[config.mk]
export PLATFORM = sky130hd
export DESIGN_NAME = text_console_ctrl
export DESIGN_NICKNAME = d
export VERILOG_FILES = /design/src/rtl/text_console_ctrl.sv
export SDC_FILE = /design/constraint.sdc
export NUM_CORES = 1
export LEC_CHECK = 0
export CORE_MARGIN = 10
export CORE_UTILIZATION = 45
export CTS_BUF_LIST = sky130_fd_sc_hd__clkbuf_8
export DETAILED_ROUTE_END_ITERATION = 6
export GPL_ROUTABILITY_DRIVEN = 1
export HOLD_SLACK_MARGIN = 0.1
export PLACE_DENSITY_LB_ADDON = 0.2
export SLEW_MARGIN = 20
export SYNTH_ARGS = -nofsm -noshare
export SYNTH_HDL_FRONTEND = slang
export SYNTH_SLANG_ARGS = --single-unit
[constraint.sdc]
create_clock -name clk_pix -period 4 [get_ports clk_pix]
set_input_delay 0.8 -clock clk_pix [delete_from_list [all_inputs] [get_ports clk_pix]]
set_output_delay 0.8 -clock clk_pix [all_outputs]
set_load 0.02 [all_outputs]
[src/rtl/text_console_ctrl.sv]
// Text console write scheduler for text VRAM port A.
// Keeps a cursor and expands commands into VRAM cell writes.
module text_console_ctrl #(
  parameter int          COLS        = 50,
  parameter int          ROWS        = 15,
  parameter int          WAIT_VBLANK = 1,
  parameter logic [7:0]  DEF_ATTR    = 8'h07
) (
  input  logic        clk_pix,
  input  logic        reset,
  input  logic        cmd_valid,
  output logic        cmd_ready,
  input  logic [2:0]  cmd_op,
  input  logic [15:0] cmd_arg,
  input  logic        vblank,
  output logic        ram_ce,
  output logic [11:0] ram_addr,
  output logic [15:0] ram_data,
  output logic [5:0]  cur_col,
  output logic [3:0]  cur_row,
  output logic        busy
);

  typedef enum logic [1:0] {
    IDLE,
    WAIT_VB,
    FILL
  } state_t;

  localparam logic [2:0] OP_PUTC    = 3'd1;
  localparam logic [2:0] OP_NEWLINE = 3'd2;
  localparam logic [2:0] OP_CLEAR   = 3'd3;
  localparam logic [2:0] OP_SETPOS  = 3'd4;
  localparam logic [2:0] OP_SETATTR = 3'd5;

  localparam logic [5:0]  COL_MAX   = 6'(COLS - 1);
  localparam logic [3:0]  ROW_MAX   = 4'(ROWS - 1);
  localparam logic [11:0] COLS12    = 12'(COLS);
  localparam logic [11:0] LAST_CELL = 12'(COLS * ROWS - 1);
  localparam logic [7:0]  SPACE     = 8'h20;

  state_t      state;
  logic [7:0]  attr;
  logic [11:0] fill_addr;
  logic [11:0] fill_end;
  logic        fill_done;

  logic [11:0] cur_addr;
  logic [3:0]  next_row;
  logic [11:0] next_base;
  logic [5:0]  arg_col;
  logic [3:0]  arg_row;
  logic        go_fill;

  assign cmd_ready = (state == IDLE);
  assign busy      = (state != IDLE);

  // Cursor address, wrapped next row and clamped SETPOS operands.
  always_comb begin
    cur_addr  = {8'd0, cur_row} * COLS12 + {6'd0, cur_col};
    next_row  = (cur_row == ROW_MAX) ? 4'd0 : cur_row + 4'd1;
    next_base = {8'd0, next_row} * COLS12;
    arg_col   = (cmd_arg[5:0] > COL_MAX) ? COL_MAX : cmd_arg[5:0];
    arg_row   = (cmd_arg[11:8] > ROW_MAX) ? ROW_MAX : cmd_arg[11:8];
    go_fill   = (WAIT_VBLANK == 0) || vblank;
  end

  // Command FSM, cursor, fill counter and registered VRAM port.
  always_ff @(posedge clk_pix or negedge reset) begin
    if (!reset) begin
      state     <= IDLE;
      attr      <= DEF_ATTR;
      cur_col   <= '0;
      cur_row   <= '0;
      fill_addr <= '0;
      fill_end  <= '0;
      fill_done <= 1'b0;
      ram_ce    <= 1'b0;
      ram_addr  <= '0;
      ram_data  <= '0;
    end else begin
      ram_ce <= 1'b0;
      case (state)
        IDLE: begin
          if (cmd_valid) begin
            case (cmd_op)
              OP_PUTC: begin
                ram_ce   <= 1'b1;
                ram_addr <= cur_addr;
                ram_data <= cmd_arg;
                if (cur_col == COL_MAX) begin
                  cur_col   <= '0;
                  cur_row   <= next_row;
                  fill_addr <= next_base;
                  fill_end  <= next_base + COLS12 - 12'd1;
                  fill_done <= 1'b0;
                  state     <= FILL;
                end else begin
                  cur_col <= cur_col + 6'd1;
                end
              end
              OP_NEWLINE: begin
                cur_col   <= '0;
                cur_row   <= next_row;
                fill_addr <= next_base;
                fill_end  <= next_base + COLS12 - 12'd1;
                fill_done <= 1'b0;
                state     <= FILL;
              end
              OP_CLEAR: begin
                attr      <= cmd_arg[15:8];
                cur_col   <= '0;
                cur_row   <= '0;
                fill_addr <= '0;
                fill_end  <= LAST_CELL;
                fill_done <= 1'b0;
                state     <= go_fill ? FILL : WAIT_VB;
              end
              OP_SETPOS: begin
                cur_col <= arg_col;
                cur_row <= arg_row;
              end
              OP_SETATTR: begin
                attr <= cmd_arg[15:8];
              end
              default: begin
              end
            endcase
          end
        end
        WAIT_VB: begin
          if (vblank) begin
            state <= FILL;
          end
        end
        FILL: begin
          if (fill_done) begin
            fill_done <= 1'b0;
            state     <= IDLE;
          end else begin
            ram_ce   <= 1'b1;
            ram_addr <= fill_addr;
            ram_data <= {attr, SPACE};
            if (fill_addr == fill_end) begin
              fill_done <= 1'b1;
            end else begin
              fill_addr <= fill_addr + 12'd1;
            end
          end
        end
        default: begin
          state <= IDLE;
        end
      endcase
    end
  end

endmodule

==> impl_metrics.tcl, run 1 <==
set metrics [dict create \
    grt_remaining_overflow 0 \
    syn-instance-count 506 \
    synth-main-ff-cell "sky130_fd_sc_hd__dfrtp_1" \
    result_of_the_run "finished clean" \
    overall_global_routing_usage 0.173 \
    tritoncts.num_buffers 9 \
    pleak_nw 2.35 \
    critical_path.startpoint_type "flop" \
    routedWlPerCell_um 17.8 \
    post_synth_main_area_contributors "sky130_fd_sc_hd__dfrtp_1 39%, sky130_fd_sc_hd__ha_1 7.4%, sky130_fd_sc_hd__nand2_1 5.5%" \
    setup-tns-final_ns 0 \
    cts.sinks 73 \
    finish.net_count 611 \
    gr-max-usage-layer "met2" \
    maxClockFrequency_mhz 308 \
    cts_hold_buffers 0 \
    die_area_sq_um 14500 \
    insertedDiodeCount 0 \
    synth-seq-cells 73 \
    finalWeightedCongestion 0.905 \
    slowest_stage "sky130_fd_sc_hd__dfrtp_1" \
    worstHoldPathType "reg2reg" \
    path_class "reg2reg" \
    grt_first_pass_wirelength_mm 20.3 \
    drive_above_1_share 0.0888 \
    routed-via-count 3900 \
    design.core.area_sq_um 9820 \
    p_seq_frac 0.259 \
    syn_avg_cell_area_sq_um 8.98 \
    p_int_w 0.00284 \
    antenna_found_initial 0 \
    initialDrtViolationCount 303 \
    critical_path.most_common_cell "sky130_fd_sc_hd__ha_1" \
    final_min_period_ns 3.24 \
    yosysUniqueCellTypes 61 \
    clock_pin_transition_on_the_worst_setup_and_hold_timing_paths_ns 0.09 \
    std_cell_rows 36 \
    netSwitchingFraction 0.478 \
    die_x_um 120 \
    worst-path-max-fanout 9 \
    floorplan.initialDensity 0.463 \
    detail_route.vias_per_cell 5.60 \
    port-buffer-count 63 \
    switching_power_w 0.00260 \
    multi_input_comb_area_sq_um 2520 \
    placedInstanceArea_sq_um 5280 \
    timing_hold_violations_final 0 \
    grt.met1_usage 0.219 \
    synthDominantCellAreaShare 0.386 \
    utilization 0.555 \
    via_count_of_the_first_global_routing_pass 3989 \
    latest_clock_arrival_within_the_worst_skew_pair_ns 0.36 \
    use_met2 0.273 \
    dieHeight_um 120 \
    htreeDepth 3 \
    clock_power_share 0.097 \
    grt.met3_usage 0.0433 \
    postLayoutCellArea_sq_um 5450 \
    path_buf_inv 1 \
    setup_violations 0 \
    final-seq-area_sq_um 1830 \
    p_total_w 0.00544 \
    timing_max_transition_violations_final 0 \
    crit_path_end_kind "flop" \
    grt_setup_unrepaired "no" \
    crit_chain "inv_1, ha_1, a21oi_1, ha_1, ha_1, fa_1, xnor2_1, nor3b_1, nand2b_1, o41ai_1" \
    yosysTopAreaCell "sky130_fd_sc_hd__dfrtp_1" \
    asyncSetResetFlopFracSynth 1.00 \
    holdWs_ns 0.475 \
    layout.filler_cells 934 \
    fin_worst_skew_ns 0.0143 \
    ys_seq_area_frac 0.403 \
    timing.critical_path.slowest_cell_delay_ns 0.53 \
    worst_ir_drop_vdd_mv 0.507 \
    clock_tree.buffer_depth 2 \
    drt-total-wl_mm 12.4 \
    post_cts_buffers 0 \
    post_cts_resized 0 \
    drt_drc_violations_left 0 \
    clock_tree.root_cell "sky130_fd_sc_hd__clkbuf_8" \
    worst_slew_margin_rel 0.280 \
    synthesis.area_sq_um 4540 \
    num_io_pins 64 \
    dp_hpwl_mm 9.21 \
    critPathTopFamily "adder cells" \
    area_growth_syn_to_layout_pct 20.0 \
    power.density_cell_area_nw_per_um2 999 \
    worst_pin_slew_ns 1.07 \
    timing.max_cap.violations 0 \
    synth_warnings 0 \
    post_synth_edffs 0 \
    detail-route-antenna-nets 0 \
    grt_start_max_net_pins 74 \
    cp_data_arrival_time_ns 3.49 \
    postSynthNetCount 559 \
    tritoncts "done" \
    timing.final.crit_share 0.811 \
    critPathRequiredTime_ns 4.24 \
    dr.pass1.iters 4 \
    power_frac_comb 0.644 \
]
-- layer usage --
layer,wire (um),share of wire
met1,5390,0.44
met2,5910,0.48
met3,786,0.064
met4,284,0.023
met5,0,0
-- logic make-up (layout without fill, tap and decap cells) --
kind of cell               count (synthesis)  count (layout)  share of synthesized area
muxes                                     18              18                     0.0435
buffers and inverters                     48             105                     0.0424
and+or+nand+nor                          185             185                      0.195
AOI/OAI and AO/OA                        128             128                      0.182
xor gates and xnor gates                  24              24                     0.0463
adders and majority gates                 30              30                     0.0876
DFF                                       73              73                      0.403
-- worst paths after layout --
kind                                end   startpoint  cells past startpoint  slack [ns]
hold reg to reg             ram_data[1]  ram_data[1]                      2        0.47
hold / removal              ram_data[1]  ram_data[1]                      2        0.47
setup reg to reg           fill_end[10]   cur_row[0]                     10        0.76
min in group asynchronous   fill_end[8]        reset                      1        0.58
max in group asynchronous       attr[3]        reset                      1        2.84
setup / recovery           fill_end[10]   cur_row[0]                     10        0.76
-- worst min-delay path: cells and delay by family (launching register included) --
family / cells / cell delay (ns)
and+or+nand+nor: 2 / 0.10
DFF: 1 / 0.35
-- cell usage in the layout, fill, tap and decap left out, drive strengths merged, types with 14 or more instances in the layout --
cell and count:
nor3 17, a21oi 28, a31oi 21, xnor2 15
clkdlybuf4s50 62, nor2 39, mux2 14, nand3 20
dfrtp 70, o21ai 31, nand2 67, ha 27
inv 20
-- cell usage after synthesis (6+ instances only) --
cell type,number
sky130_fd_sc_hd__nand2_1,67
sky130_fd_sc_hd__nand3_1,20
sky130_fd_sc_hd__xor2_1,9
sky130_fd_sc_hd__a31oi_1,21
sky130_fd_sc_hd__nor3_1,17
sky130_fd_sc_hd__clkbuf_1,22
sky130_fd_sc_hd__a211oi_1,6
sky130_fd_sc_hd__o21ai_0,31
sky130_fd_sc_hd__inv_1,16
sky130_fd_sc_hd__nor2_1,39
sky130_fd_sc_hd__nor3b_1,6
sky130_fd_sc_hd__ha_1,27
sky130_fd_sc_hd__o31ai_1,8
sky130_fd_sc_hd__mux2_2,14
sky130_fd_sc_hd__dfrtp_1,70
sky130_fd_sc_hd__xnor2_1,15
sky130_fd_sc_hd__a21oi_1,28
sky130_fd_sc_hd__nor2b_1,9
-- final cells by class --
class / count / share of cell area
clock buffer: 10 / 0.0253
sequential: 73 / 0.336
inverter: 17 / 0.0117
multi-input combinational: 385 / 0.463
clock inverter: 6 / 0.00643
tap: 133 / 0.0305
timing repair buffer: 72 / 0.128
-- through the flow --
step / worst slack [ns] / instances
after floorplan: 1.06 / 506
after detailed placement: 0.769 / 680
after CTS: 0.769 / 696
after global routing: 0.531 / 696
after global placement: 0.860 / 680
final: 0.755 / 696
-- registers in the layout (all words and copies together) (netlist names) --
signal     cells
fill_end      11
ram_data      16
ram_addr      12
cur_col        6
state          2
attr           8
fill_addr     12
cur_row        4
fill_done      1
ram_ce         1
-- power groups by stage --
stage	registers [W]	logic [W]	clock network (W)
floorplan	0.00153	0.00228	0
global placement	0.00141	0.00341	0
detailed placement	0.00142	0.00348	0
CTS	0.00141	0.00351	0.000535
global route	0.00146	0.00388	0.000566
finish	0.00141	0.00350	0.000527
(Power assumes the default switching activity.)
==> run 2: changes to the inputs <==
clock period = 2.9 ns   (was 4 ns; I/O delays follow)
==> impl_metrics.tcl, run 2 (same netlist as run 1, synthesis figures left out) <==
set metrics [dict create \
    htreeDepth 3 \
    netSwitchingFraction 0.469 \
    largest_registers "ram_data: 16 flops, fill_addr: 12 flops, ram_addr: 12 flops" \
    crit_path_end_kind "flop" \
    initialDrtViolationCount 325 \
    multi_input_comb_area_sq_um 2620 \
    largest_reg_flops 16 \
    port-buffer-count 63 \
    num_io_pins 64 \
    worst_pin_slew_ns 0.707 \
    cts_hold_buffers 0 \
    switching_power_w 0.00388 \
    clock_tree.buffer_depth 2 \
    via_count_of_the_first_global_routing_pass 4095 \
    dp_hpwl_mm 9.74 \
    worst_ir_drop_vdd_mv 0.686 \
    worstHoldPathType "in2async" \
    setup-tns-final_ns 0 \
    design.core.area_sq_um 9820 \
    mostFrequentLayoutCells "67 x sky130_fd_sc_hd__nand2_1, 67 x sky130_fd_sc_hd__dfrtp_1, 62 x sky130_fd_sc_hd__clkdlybuf4s50_1" \
    worstRegToRegCells 10 \
    clock_pin_transition_on_the_worst_setup_and_hold_timing_paths_ns 0.09 \
    detail_route.vias_per_cell 5.76 \
    overall_global_routing_usage 0.182 \
    grt_remaining_overflow 0 \
    dieHeight_um 120 \
    timing.max_cap.violations 0 \
    finalWeightedCongestion 0.927 \
    insertedDiodeCount 0 \
    routed-via-count 4104 \
    final-seq-area_sq_um 1830 \
    placedCellCount 695 \
    result_of_the_run "finished clean" \
    clock_power_share 0.113 \
    worst_slew_margin_rel 0.525 \
    layout.filler_cells 905 \
    dr.pass1.iters 5 \
    fin_worst_skew_ns 0.00759 \
    critPathRequiredTime_ns 3.12 \
    floorplan.initialDensity 0.463 \
    pleak_nw 2.45 \
    p_seq_frac 0.234 \
    grt_start_max_net_pins 55 \
    path_class "reg2reg" \
    tritoncts.num_buffers 9 \
    drt-total-wl_mm 13.2 \
    die_area_sq_um 14500 \
    latest_clock_arrival_within_the_worst_skew_pair_ns 0.37 \
    critical_path.startpoint_type "flop" \
    area_growth_syn_to_layout_pct 26.3 \
    timing.final.crit_share 0.963 \
    setup_violations 0 \
    worst-path-max-fanout 6 \
    antenna_found_initial 0 \
    grt_first_pass_wirelength_mm 21.2 \
    grt_setup_unrepaired "no" \
    finish.net_count 628 \
    power_frac_comb 0.653 \
    top_register "ram_data" \
    detail-route-antenna-nets 0 \
    timing_max_transition_violations_final 0 \
    cts.sinks 73 \
    tritoncts "done" \
    routedWlPerCell_um 18.5 \
    number_of_standard_cells_in_the_layout_taps_in_and_fillers_out 713 \
    final_min_period_ns 2.79 \
    std_cell_rows 36 \
    p_int_w 0.00440 \
    power.density_cell_area_nw_per_um2 1440 \
    drt_drc_violations_left 0 \
    cp_data_arrival_time_ns 3.01 \
    maxClockFrequency_mhz 358 \
    die_x_um 120 \
    clock_tree.root_cell "sky130_fd_sc_hd__clkbuf_8" \
    timing_hold_violations_final 0 \
    drive_above_1_share 0.157 \
]
-- run 2: cell count changes in the layout (fill, tap and decap cells not counted), moves of 3 or more --
cell,change
sky130_fd_sc_hd__buf_4,+17
sky130_fd_sc_hd__ha_1,-5
sky130_fd_sc_hd__ha_2,+4
sky130_fd_sc_hd__dfrtp_1,-3
sky130_fd_sc_hd__dfrtp_2,+3
-- run 2: stage by stage --
step | total power [W] | setup slack (ns) | instance area (sq um) | hold slack [ns] | utilization
after floorplan | 0.00526 | 0.0571 | 4540 | 0.284 | -
after global placement | 0.00677 | 0.115 | 5390 | 0.450 | 0.549
after detailed placement | 0.00691 | 0.00381 | 5390 | 0.455 | 0.549
after CTS | 0.00792 | 0.0104 | 5630 | 0.283 | 0.573
after global routing | 0.00892 | 0.0228 | 5730 | 0.306 | 0.584
final | 0.00828 | 0.108 | 5730 | 0.266 | 0.584
-- run 2: repair_timing --
| item | CTS | global route |
|---|---|---|
| buffers inserted | 0 | 2 |
| pin swaps | 0 | 3 |
| endpoints found under the setup margin | 2 | 8 |
| gates resized for setup | 2 | 20 |
-- run 2: area by class of cell --
cell class	count	area share
multi-input combinational	385	0.457
sequential	73	0.320
timing repair buffer	89	0.144
tap	133	0.0290
clock buffer	9	0.0216
clock inverter	7	0.0179
inverter	17	0.0111
-- run 2: path summary, 6_finish.rpt --
kind | start | to | slack, ns
worst max-delay path | cur_row[2] | fill_end[9] | 0.11
worst min-delay path | reset | ram_data[14] | 0.27
worst max register to register | cur_row[2] | fill_end[9] | 0.11
worst min register to register | ram_data[6] | ram_data[6] | 0.47
max in group asynchronous | reset | fill_addr[8] | 2.01
min in group clk_pix | ram_data[6] | ram_data[6] | 0.47
-- run 2: power groups by stage --
stage	sequential (W)	combinational (W)	clock [W]
floorplan	0.00211	0.00314	0
global placement	0.00192	0.00485	0
detailed placement	0.00194	0.00496	0
CTS	0.00193	0.00505	0.000952
global route	0.00201	0.00592	0.000991
finish	0.00194	0.00540	0.000939
-- run 2: worst max-delay path, cell delays in order, from the launching register on --
cell and delay [ns]:
sky130_fd_sc_hd__dfrtp_2 0.46, sky130_fd_sc_hd__ha_2 0.21, sky130_fd_sc_hd__and3b_1 0.21, sky130_fd_sc_hd__o21a_1 0.20, sky130_fd_sc_hd__ha_1 0.20, sky130_fd_sc_hd__ha_2 0.20
sky130_fd_sc_hd__fa_2 0.62, sky130_fd_sc_hd__o21ai_2 0.08, sky130_fd_sc_hd__nor3_2 0.19, sky130_fd_sc_hd__xor2_1 0.17, sky130_fd_sc_hd__a31oi_1 0.11
-- run 2: per-layer routing --
metal,track usage,vias up,routed length [um]
li1,-,1943,-
met1,0.224,1985,5600
met2,0.299,145,6410
met3,0.0377,31,747
met4,0.0867,0,415
met5,0,-,0
==> run 3: changes to the inputs <==
CORE_ASPECT_RATIO = 1.25   (was unset)
==> impl_metrics.tcl, run 3 (same netlist as run 1, synthesis figures left out) <==
set metrics [dict create \
    tritoncts "done" \
    initialDrtViolationCount 205 \
    timing.reg2reg.setup_slack_ns 0.03 \
    drive_above_1_share 0.127 \
    cts_hold_buffers 0 \
    p_total_w 0.00796 \
    timing.max_cap.violations 0 \
    std_cell_rows 40 \
    drt_drc_violations_left 0 \
    power_frac_comb 0.647 \
    timing.critical_path.slowest_cell_delay_ns 0.43 \
    detail_route.vias_per_cell 5.72 \
    timing_max_transition_violations_final 0 \
    placedInstanceArea_sq_um 5350 \
    layout.filler_cells 873 \
    fin_worst_skew_ns 0.00675 \
    worstHoldPathType "in2async" \
    dieHeight_um 132 \
    switching_power_w 0.00374 \
    clock_pin_transition_on_the_worst_setup_and_hold_timing_paths_ns 0.08 \
    largest_reg_flops 16 \
    critical_path.startpoint_type "flop" \
    routedWlPerCell_um 18.5 \
    worst_slew_margin_rel 0.596 \
    postLayoutSetupSlackWorst_ns 0.0347 \
    dp_hpwl_mm 9.72 \
    top_register "ram_data" \
    most_frequent_standard_cell_in_the_layout_excluding_fill_and_tap_cells "sky130_fd_sc_hd__dfrtp_1" \
    result_of_the_run "finished clean" \
    detail-route-antenna-nets 0 \
    latest_clock_arrival_within_the_worst_skew_pair_ns 0.37 \
    finalWeightedCongestion 0.884 \
    pleak_nw 2.41 \
    final-seq-area_sq_um 1830 \
    p_seq_frac 0.247 \
    dr.pass1.iters 5 \
    htreeDepth 3 \
    grt_remaining_overflow 0 \
    power.density_cell_area_nw_per_um2 1420 \
    top_layer_used "met4" \
    timing.final.crit_share 0.988 \
    crit_path_end_kind "flop" \
    worst-path-max-fanout 4 \
    design.core.area_sq_um 9760 \
    floorplan.initialDensity 0.465 \
    die_x_um 110 \
    worst_pin_slew_ns 0.604 \
    worstRegToRegCells 11 \
    route.layer.met1.wl_mm 5.16 \
    grt_setup_unrepaired "yes" \
    routed-wl-met2_mm 6.45 \
    worst_ir_drop_vdd_mv 0.666 \
    crit_chain "ha_1, xor2_1, nand2_1, ha_1, inv_1, ha_1, ha_1, nor2b_2, a32oi_2, a2bb2oi_1, o21ai_0" \
    cp_data_arrival_time_ns 3.11 \
    slowest_stage "sky130_fd_sc_hd__dfrtp_2" \
    area_growth_syn_to_layout_pct 23.5 \
    antenna_found_initial 0 \
    via_count_of_the_first_global_routing_pass 3993 \
    routed-via-count 3996 \
    maxClockFrequency_mhz 349 \
    clock_tree.root_cell "sky130_fd_sc_hd__clkbuf_8" \
    setup-tns-final_ns 0 \
    path_class "reg2reg" \
    placement.setup.worst_slack_ns 0.0243 \
    critPathRequiredTime_ns 3.15 \
    postLayoutCellArea_sq_um 5610 \
    insertedDiodeCount 0 \
    grt_start_max_net_pins 45 \
    tritoncts.num_buffers 9 \
    cts.sinks 73 \
    setup_violations 0 \
    critPathLaunch "cur_row[0]" \
    drt-total-wl_mm 12.9 \
    mostFrequentLayoutCells "68 x sky130_fd_sc_hd__dfrtp_1, 67 x sky130_fd_sc_hd__nand2_1, 62 x sky130_fd_sc_hd__clkdlybuf4s50_1" \
    clock_power_share 0.106 \
    worst_r2r_startpoint "cur_row[0]" \
    end_of_the_worst_register_to_register_path "fill_addr[8]" \
    cp-endpoint "fill_addr[8]" \
    port-buffer-count 63 \
    critical_path.most_common_cell "sky130_fd_sc_hd__ha_1" \
    finish.net_count 621 \
    grt_first_pass_wirelength_mm 21.1 \
    largest_registers "ram_data: 16 flops, fill_addr: 12 flops, ram_addr: 12 flops" \
    multi_input_comb_area_sq_um 2570 \
    overall_global_routing_usage 0.184 \
    timing_hold_violations_final 0 \
    clock_tree.buffer_depth 2 \
    netSwitchingFraction 0.470 \
    final_min_period_ns 2.87 \
    num_io_pins 64 \
    die_area_sq_um 14500 \
    p_int_w 0.00422 \
    wl_met3_um 870 \
]
## run 3: changes by cell type in the layout (fill, tap and decap cells not counted), sizes merged
| cell | previous run | this run |
|---|---|---|
| buf | 27 | 20 |
| clkinvlp | 0 | 3 |
| clkinv | 3 | 1 |
| bufinv | 2 | 1 |
| clkbuf | 9 | 10 |
| inv | 19 | 18 |
## run 3: cell type report
| type | instances | share of cell area |
|---|---|---|
| inverters | 17 | 0.0114 |
| flip-flops and latches | 73 | 0.327 |
| well taps | 126 | 0.0281 |
| clock inverters | 6 | 0.0118 |
| repair buffers | 82 | 0.140 |
| clock buffers | 10 | 0.0245 |
| multi-input cells | 385 | 0.458 |
## run 3: repair_timing
action / CTS / global route
endpoints found under the setup margin: 1 / 8
buffers inserted: 0 / 1
gates resized for setup: 1 / 10
pin swaps: 0 / 3
## run 3: power groups by stage
stage,clock [W],sequential [W],combinational [W]
final,0.000842,0.00197,0.00515
after global routing,0.000902,0.00204,0.00571
after CTS,0.000857,0.00196,0.00495
after detailed placement,0,0.00198,0.00490
after global placement,0,0.00196,0.00479
after floorplan,0,0.00211,0.00314
## run 3: per-stage QoR
step / util / std cells / hold slack, ns
floorplan: - / 506 / 0.284
global placement: 0.548 / 682 / 0.450
detailed placement: 0.548 / 682 / 0.459
CTS: 0.570 / 698 / 0.146
global route: 0.575 / 699 / 0.158
finish: 0.575 / 699 / 0.136
## run 3: critical path, delay by kind of cell, from the launching register on
kind,cells,cell delay (ns)
flip-flops,1,0.43
AND/OR/NAND/NOR,2,0.22
buffers and inverters,1,0.04
adder cells (fa/ha/maj),4,1.13
AO/OA/AOI/OAI,3,0.69
XOR/XNOR,1,0.23
## run 3: how the worst min path moves through the flow
stage | slack [ns] | cells past startpoint | to
6_report | 0.14 | 1 | fill_end[5]
2_1_floorplan | 0.28 | 0 | attr[3]
3_5_place_dp | 0.46 | 2 | ram_addr[2]
3_3_place_gp | 0.45 | 2 | ram_data[2]
4_1_cts | 0.15 | 1 | fill_end[5]
5_1_grt | 0.16 | 1 | fill_end[5]
## run 3: per-layer routing
layer	up-vias	GRT usage
met5	-	0
met3	29	0.0509
met4	0	0.0949
met2	120	0.297
met1	1922	0.214
li1	1925	-
